$ cat config.mk
export PLATFORM = sky130hd
export DESIGN_NAME = attempt_lockout_ctrl
export DESIGN_NICKNAME = d
export VERILOG_FILES = /design/src/rtl/lock_pkg.sv /design/src/rtl/edge_rise_det.sv /design/src/rtl/attempt_lockout_ctrl.sv
export SDC_FILE = /design/constraint.sdc
export NUM_CORES = 1
export LEC_CHECK = 0
export BUFFER_PORTS_ARGS = -buffer_cell sky130_fd_sc_hd__buf_4
export CELL_PAD_IN_SITES_DETAIL_PLACEMENT = 0
export CELL_PAD_IN_SITES_GLOBAL_PLACEMENT = 1
export CORE_ASPECT_RATIO = 0.6
export CORE_UTILIZATION = 41
export DETAILED_ROUTE_END_ITERATION = 6
export GPL_TIMING_DRIVEN = 0
export MAX_ROUTING_LAYER = met4
export PLACE_DENSITY = 0.78
export SYNTH_ARGS = -nofsm -noshare
export SYNTH_HDL_FRONTEND = slang
export SYNTH_SLANG_ARGS = --single-unit
export TNS_END_PERCENT = 1
$ cat constraint.sdc
create_clock -name clk -period 2.03 [get_ports clk]
set_input_delay 0 -clock clk [delete_from_list [all_inputs] [get_ports clk]]
set_output_delay 0 -clock clk [all_outputs]
set_load 0.01 [all_outputs]
$ cat src/rtl/lock_pkg.sv
// Shared types and width helper for the attempt lockout controller.
package lock_pkg;

    // Controller states: accepting attempts, or refusing them while a timer runs.
    typedef enum logic {
        ARMED  = 1'b0,
        LOCKED = 1'b1
    } lock_state_t;

    // Bits needed to hold every value 0..max_value (never less than one bit).
    function automatic int cnt_width(input longint unsigned max_value);
        int w;
        w = 1;
        while ((64'd1 << w) <= max_value) begin
            w = w + 1;
        end
        return w;
    endfunction

endpackage

$ cat src/rtl/edge_rise_det.sv
// Rising-edge detector for a synchronous level input. The history flop
// resets high so a level already asserted when reset releases is not an event.
module edge_rise_det (
    input  logic clk,
    input  logic rst,
    input  logic din,
    output logic rise
);

    logic prev_r;

    // Keep last cycle's sample of the input; updated every cycle.
    always_ff @(posedge clk or posedge rst) begin
        if (rst) begin
            prev_r <= 1'b1;
        end else begin
            prev_r <= din;
        end
    end

    assign rise = din & ~prev_r;

endmodule

$ cat src/rtl/attempt_lockout_ctrl.sv
// Failed-attempt lockout controller: counts consecutive failed attempts,
// locks out for a (optionally escalating) number of cycles once the limit
// is reached, and supports an administrative master clear.
module attempt_lockout_ctrl
    import lock_pkg::*;
#(
    parameter int unsigned MAX_TRIES   = 3,
    parameter int unsigned LOCK_CYCLES = 100,
    parameter int unsigned ESCALATE    = 1,
    parameter int unsigned MAX_LEVEL   = 3,
    localparam int CW = cnt_width(longint'(MAX_TRIES)),
    localparam int TW = cnt_width(longint'(LOCK_CYCLES) << MAX_LEVEL)
) (
    input  logic          clk,
    input  logic          rst,
    input  logic          attempt_fail,
    input  logic          attempt_ok,
    input  logic          admin_clear,
    output logic [CW-1:0] fail_count,
    output logic          locked,
    output logic [TW-1:0] lock_remaining,
    output logic [2:0]    lock_level,
    output logic          lock_event
);

    localparam logic [CW:0]   MAX_TRIES_C = (CW+1)'(MAX_TRIES);
    localparam logic [CW:0]   FAIL_ONE    = (CW+1)'(1'b1);
    localparam logic [TW-1:0] LOCK_BASE   = TW'(LOCK_CYCLES);
    localparam logic [TW-1:0] TIMER_ONE   = TW'(1'b1);
    localparam logic [2:0]    MAX_LEVEL_C = 3'(MAX_LEVEL);

    lock_state_t   state_r, state_s;
    logic [CW-1:0] fail_count_r, fail_count_s;
    logic [TW-1:0] timer_r, timer_s;
    logic [2:0]    lock_level_r, lock_level_s;
    logic          locked_r, locked_s;
    logic          lock_event_r, lock_event_s;
    logic [CW:0]   fail_inc_s;
    logic [TW-1:0] lock_load_s;
    logic          fail_rise_s, ok_rise_s;

    edge_rise_det u_fail_edge (
        .clk  (clk),
        .rst  (rst),
        .din  (attempt_fail),
        .rise (fail_rise_s)
    );

    edge_rise_det u_ok_edge (
        .clk  (clk),
        .rst  (rst),
        .din  (attempt_ok),
        .rise (ok_rise_s)
    );

    // Next-state and next-output decode; admin_clear overrides everything.
    always_comb begin
        state_s      = state_r;
        fail_count_s = fail_count_r;
        timer_s      = timer_r;
        lock_level_s = lock_level_r;
        lock_event_s = 1'b0;
        fail_inc_s   = {1'b0, fail_count_r} + FAIL_ONE;
        if (ESCALATE != 0) begin
            lock_load_s = LOCK_BASE << lock_level_r;
        end else begin
            lock_load_s = LOCK_BASE;
        end

        if (admin_clear) begin
            state_s      = ARMED;
            fail_count_s = {CW{1'b0}};
            timer_s      = {TW{1'b0}};
            lock_level_s = 3'd0;
        end else begin
            case (state_r)
                ARMED: begin
                    if (fail_rise_s) begin
                        if (fail_inc_s == MAX_TRIES_C) begin
                            state_s      = LOCKED;
                            timer_s      = lock_load_s;
                            lock_event_s = 1'b1;
                            fail_count_s = {CW{1'b0}};
                            if (ESCALATE == 0) begin
                                lock_level_s = 3'd0;
                            end else if (lock_level_r < MAX_LEVEL_C) begin
                                lock_level_s = lock_level_r + 3'd1;
                            end else begin
                                lock_level_s = MAX_LEVEL_C;
                            end
                        end else begin
                            fail_count_s = fail_inc_s[CW-1:0];
                        end
                    end else if (ok_rise_s) begin
                        fail_count_s = {CW{1'b0}};
                        lock_level_s = 3'd0;
                    end else begin
                        fail_count_s = fail_count_r;
                    end
                end
                LOCKED: begin
                    // Leaving on the edge where the timer reads 1 keeps
                    // locked high for exactly the loaded number of cycles.
                    if (timer_r <= TIMER_ONE) begin
                        state_s = ARMED;
                        timer_s = {TW{1'b0}};
                    end else begin
                        timer_s = timer_r - TIMER_ONE;
                    end
                end
                default: begin
                    state_s      = ARMED;
                    fail_count_s = {CW{1'b0}};
                    timer_s      = {TW{1'b0}};
                    lock_level_s = 3'd0;
                end
            endcase
        end

        locked_s = (state_s == LOCKED);
    end

    // State and output registers with asynchronous reset.
    always_ff @(posedge clk or posedge rst) begin
        if (rst) begin
            state_r      <= ARMED;
            fail_count_r <= {CW{1'b0}};
            timer_r      <= {TW{1'b0}};
            lock_level_r <= 3'd0;
            locked_r     <= 1'b0;
            lock_event_r <= 1'b0;
        end else begin
            state_r      <= state_s;
            fail_count_r <= fail_count_s;
            timer_r      <= timer_s;
            lock_level_r <= lock_level_s;
            locked_r     <= locked_s;
            lock_event_r <= lock_event_s;
        end
    end

    assign fail_count     = fail_count_r;
    assign locked         = locked_r;
    assign lock_remaining = timer_r;
    assign lock_level     = lock_level_r;
    assign lock_event     = lock_event_r;

endmodule
==> After elaboration in Yosys (flattened, before gate mapping) <==
Index checks and enable logic that the tools add are counted.
{ "op_classes": {"n_lt_le_gt_ge": 2, "add_sub_neg": 3, "n_mux": 23, "n_bitwise": 5, "eq_ne": 5, "shifts": 1, "reduce_logical": 4} }
{ "op_table": {"columns": ["cell", "n"], "rows": [
  ["two-way mux 10 bit", 4],
  ["one-hot mux 10 bit (2 select lines)", 1],
  ["two-way mux 3 bit", 6],
  ["<= comparator 10 x 1 -> 1 bit, second input constant", 1],
  ["two-way mux 2 bit", 5],
  ["left shift 7 x 3 -> 10 bit, first input constant", 1],
  ["subtractor 10 x 1 -> 10 bit, second input constant", 1],
  ["two-way mux 1 bit", 6],
  ["!= test 3 bit, second input constant", 2],
  ["AND reduction 2 bit", 2],
  ["adder 2 x 1 -> 3 bit, second input constant", 1],
  ["adder 3 x 1 -> 3 bit, second input constant", 1],
  ["== test 3 x 2 -> 1 bit, second input constant", 1],
  ["less-than comparator 3 x 2 -> 1 bit, second input constant", 1],
  ["!= test 3 x 2 -> 1 bit, second input constant", 1],
  ["inverter 1 bit", 3],
  ["AND reduction 3 bit", 1],
  ["nonzero test 3 bit", 1],
  ["bitwise AND 1 bit", 2],
  ["!= test 2 bit, second input constant", 1],
  ["one-hot mux 1 bit (2 select lines)", 1]
]} }
{ "totals": {"regBits": 19, "out_inout_bits": 17, "in_bits": 5, "word_cells": 50} }

==> Depth between registers and ports, before layout <==
{ "depth": {"depth_word": 6, "depth_mapped": 6, "ltp_nobuf": 6} }

==> Modules after synthesis <==
A second synthesis with hierarchy kept.
{ "unflattened": {"hier_cells": 124, "hier_area_um2": 1189.9} }
{ "by_module_without_submodules": {"columns": ["module", "seq_area_each_um2", "instances", "cells_per_inst", "area_each_um2"], "rows": [
  ["attempt_lockout_ctrl", 425.4, 1, 118, 1102.3],
  ["edge_rise_det", 26.3, 2, 3, 43.8]
]} }

==> Worst setup path before layout <==
No wires, ideal clock.
{ "synth_path": {"path_type": "register to register", "start": "reg timer_r[0] (netlist: lock_remaining[0])", "end": "reg timer_r[8] (netlist: lock_remaining[8])", "period_less_slack_ns": 1.801, "arrival_ns": 1.731, "setup_time_ns": 0.070, "required_ns": 1.960, "slack_ns": 0.229, "path_stages_with_launch": 7, "path_cell_list": "dfrtp_1 > inv_1 > ha_1 > or4b_1 > or3_1 > nand3_1 > a32o_1"} }
{ "synth_via": {"elab_chain_len": 4, "word_cells_on_any_way": 5} }
{ "synth_rtl": {"columns": ["element", "line", "rtl"], "rows": [
  ["from (decl)", "attempt_lockout_ctrl.sv:34", "logic [TW-1:0] timer_r, timer_s;"],
  ["from (signal assigned)", "attempt_lockout_ctrl.sv:128", "timer_r <= {TW{1'b0}};"],
  ["from (signal assigned)", "attempt_lockout_ctrl.sv:135", "timer_r <= timer_s;"],
  ["subtractor 10 x 1 -> 10 bit or <= comparator 10 x 1 -> 1 bit (tied branches)", "attempt_lockout_ctrl.sv:108, attempt_lockout_ctrl.sv:104", null],
  ["two-way mux 10 bit (*)", "attempt_lockout_ctrl.sv:104", "if (timer_r <= TIMER_ONE) begin"],
  ["one-hot mux 10 bit (2 select lines) (*)", "attempt_lockout_ctrl.sv:76", "case (state_r)"],
  ["two-way mux 10 bit (*)", "attempt_lockout_ctrl.sv:70", "if (admin_clear) begin"]
]} }
Every way passes the cells marked *; elsewhere a longest branch is shown, timed or not.
A chain may end at the register's enable or synchronous reset.

==> Worst setup path in the final report <==
Ends and elaborated chain as after synthesis.

==> results.yml <==
setup_path:
  ff2ff_path_depth: 6
  crit_required_ps: 2230
  worstPathCellList: "inv_1 -> ha_4 -> or4b_4 -> or3_1 -> nand3_1 -> a32o_1"
  slowest_delay_ps: 500
  arrival_ps: 2110
  worst-setup-path-type: "flop to flop"
  start_kind: "flop"
  cp_slowest_cell: "or4b_4"
  path_max_fanout: 7
  cp.depth: 6
  worst_setup_path_end_kind: "flop"
  path_delay_family: "simple AND/OR/NAND/NOR gates"
  critPathBufInv: 1
cts:
  tritoncts: "built"
  cts_buffers: 3
  clock_latency_ps: 260
  clock-root-buffer: "clkbuf_8"
  cts_sinks: 19
  htreeDepth: 1
  clkSlewWorstSetupHoldPaths_ps: 80
  cts.path.max_buffers: 2
synth:
  syn_area_um2: 1220
  syn-instance-count: 129
  synth-main-ff-cell: "dfrtp_1"
  ys_warn_count: 0
  yosysUniqueCellTypes: 46
  synth.ff_latch_count: 19
  synth-edff-count: 0
  ys_top_cells_by_area: "dfrtp_1 35%, ha_1 6.1%, dfstp_2 4.3%"
  yosys.area.top_type: "dfrtp_1"
  yosysTopAreaCellShare_pct: 34.8
  postSynth.asyncResetShare_pct: 100
  syn_nets: 140
  synth.avg_cell_area_um2: 9.48
  synth-seq-area-share_pct: 39.1
finish:
  syn2layout_area_growth_pct: 26.2
  n_antenna_cell: 0
  finalNetCount: 170
  drive_above_1_share_pct: 24.7
  fillCellCount: 240
placed_design:
  gp_congestion: 0.880
  io_buffers: 21
  hpwl_um: 2380
global_routing:
  grt_usage_pct: 23.4
  overflow: 0
  grt_first_pass_wirelength_um: 5380
  grt_antenna_before_repair: 0
  grt_pass1_vias: 1071
  grt_max_degree: 20
sta:
  finalCritPeriodShare_pct: 94.3
  min_period_ps: 1910
  hold_viol_final: 0
  drv_slew: 0
  finalSetupViolCount: 0
  rsz0062_at_grt: "no"
  fmax_ghz: 0.522
  fin_tns_setup_ps: 0
  finClkSkew_ps: 2.07
  slew_headroom_pct: 49.3
  hold_ws_ps: 413
  tightestPinTransition_ps: 759
routing:
  wl_met2_um: 1260
  routed_wl_um: 3220
  wl_met1_um: 1750
  drtPass1Iterations: 4
  wl_met3_um: 202
  drt_iter0_drc: 104
  ant_nets: 0
  drc: 0
  dr.max_layer_used: "met4"
  num_vias: 1103
  vias_per_cell: 5.57
  wire_per_inst_um: 16.3
job:
  maxCapViolations: 0
floorplan:
  io_pins: 22
  die_area_um2: 3210
  start_util_pct: 45.9
  core_area_um2: 2660
  fp.dieH_um: 44.3
  die_w_um: 72.5
  num_rows: 14
run_status:
  status: "completed"
power_and_ir_drop:
  ir_worst_vdd_mv: 0.359
  fin_total_pwr_uw: 737
  leakagePower_uw: 0.000723
  power_density_nw_per_um2: 478
worst_hold_path:
  hold_path.class: "input pin to flop"
  hold_depth: 2
[routing by layer]
metal | GRT usage, % | vias up
met5 | - | -
met4 | 4.31 | 0
met3 | 5.47 | 2
met2 | 29.3 | 36
met1 | 37.2 | 524
li1 | - | 541
[per-stage QoR]
step	setup WS (ps)	instances	instance area (um2)	utilization, %
after floorplan	229	129	1220	-
after global placement	82.3	190	1430	53.7
after detailed placement	37.0	190	1430	53.7
after CTS	8.14	198	1520	56.9
after global routing	22.4	198	1540	57.9
final	116	198	1540	57.9
[cells in the final DEF (no fill, tap or decap), types with 2 or more instances in the layout]
cell / count
o22ai_1: 2
dlygate4sd3_1: 4
clkbuf_8: 3
xnor2_1: 2
clkbuf_1: 2
nand2b_1: 4
nor3_1: 6
or3_4: 2
ha_1: 5
a22oi_1: 2
o211ai_1: 2
and3_1: 2
a22o_1: 3
mux2i_1: 2
inv_1: 8
a21o_1: 2
or3_1: 2
nand3_1: 2
dfrtp_1: 17
o21ai_0: 10
a32o_1: 3
nand2_1: 11
a21oi_1: 3
nor2_1: 10
buf_4: 21
a31oi_1: 2
dfstp_2: 2
[path summary, 6_finish.rpt]
| path | startpoint | endpoint | slack, ps |
|---|---|---|---|
| min in group asynchronous | rst | lock_event$_DFF_PP0_ | 440 |
| min | attempt_ok | u_ok_edge.prev_r$_DFF_PP1_ | 410 |
| max reg2reg | lock_remaining[0]$_DFFE_PP0P_ | lock_remaining[8]$_DFFE_PP0P_ | 120 |
| min reg2reg | lock_remaining[6]$_DFFE_PP0P_ | lock_remaining[6]$_DFFE_PP0P_ | 590 |
| max | lock_remaining[0]$_DFFE_PP0P_ | lock_remaining[8]$_DFFE_PP0P_ | 120 |
| max in group asynchronous | rst | locked$_DFF_PP0_ | 1120 |
[timing repair]
action                     4_1_cts  5_1_grt
setup buffers                    0        0
hold buffers                     4        0
hold endpoints to repair        20        0
gates resized for setup          0        5
setup endpoints to repair        0        3
[registers in the layout (all words and copies together), names as in the netlist]
name / flops
lock_remaining: 10
lock_level: 3
fail_count: 2
lock_event: 1
locked: 1
u_fail_edge.prev_r: 1
u_ok_edge.prev_r: 1
[layout make-up]
cell class	instances	area (um2)	area share [%]
multi-input cells	100	727	47.1
flip-flops and latches	19	478	31.0
repair buffers	25	198	12.8
well taps	40	50.0	3.24
clock buffers	4	45.0	2.92
inverters	8	30.0	1.95
plain buffers	2	15.0	0.973
[report_power, final]
group / internal (uW) / total, uW / switching (uW) / leakage [uW]
combinational: 33.0 / 74.8 / 41.7 / 0.000443
sequential: 385 / 391 / 5.88 / 0.000258
clock: 140 / 272 / 132 / 0.0000228
[logic make-up after synthesis]
family	Yosys count	share of synthesized area (%)
simple gates	52	25.3
flops	19	39.1
compound gates	37	21.8
buf+inv	10	3.68
xor+xnor	2	1.43
fa+ha+maj	6	6.14
mux	3	2.56
[cell usage after synthesis, types with 3 or more instances]
cell	instances
a32o_1	3
nand2_1	11
o21ai_0	10
dfrtp_1	17
nor2_1	10
inv_1	8
nor3_1	7
nand2b_1	4
a21oi_1	3
ha_1	6
a22o_1	3
Note: power is estimated with default switching activity, not from simulation.
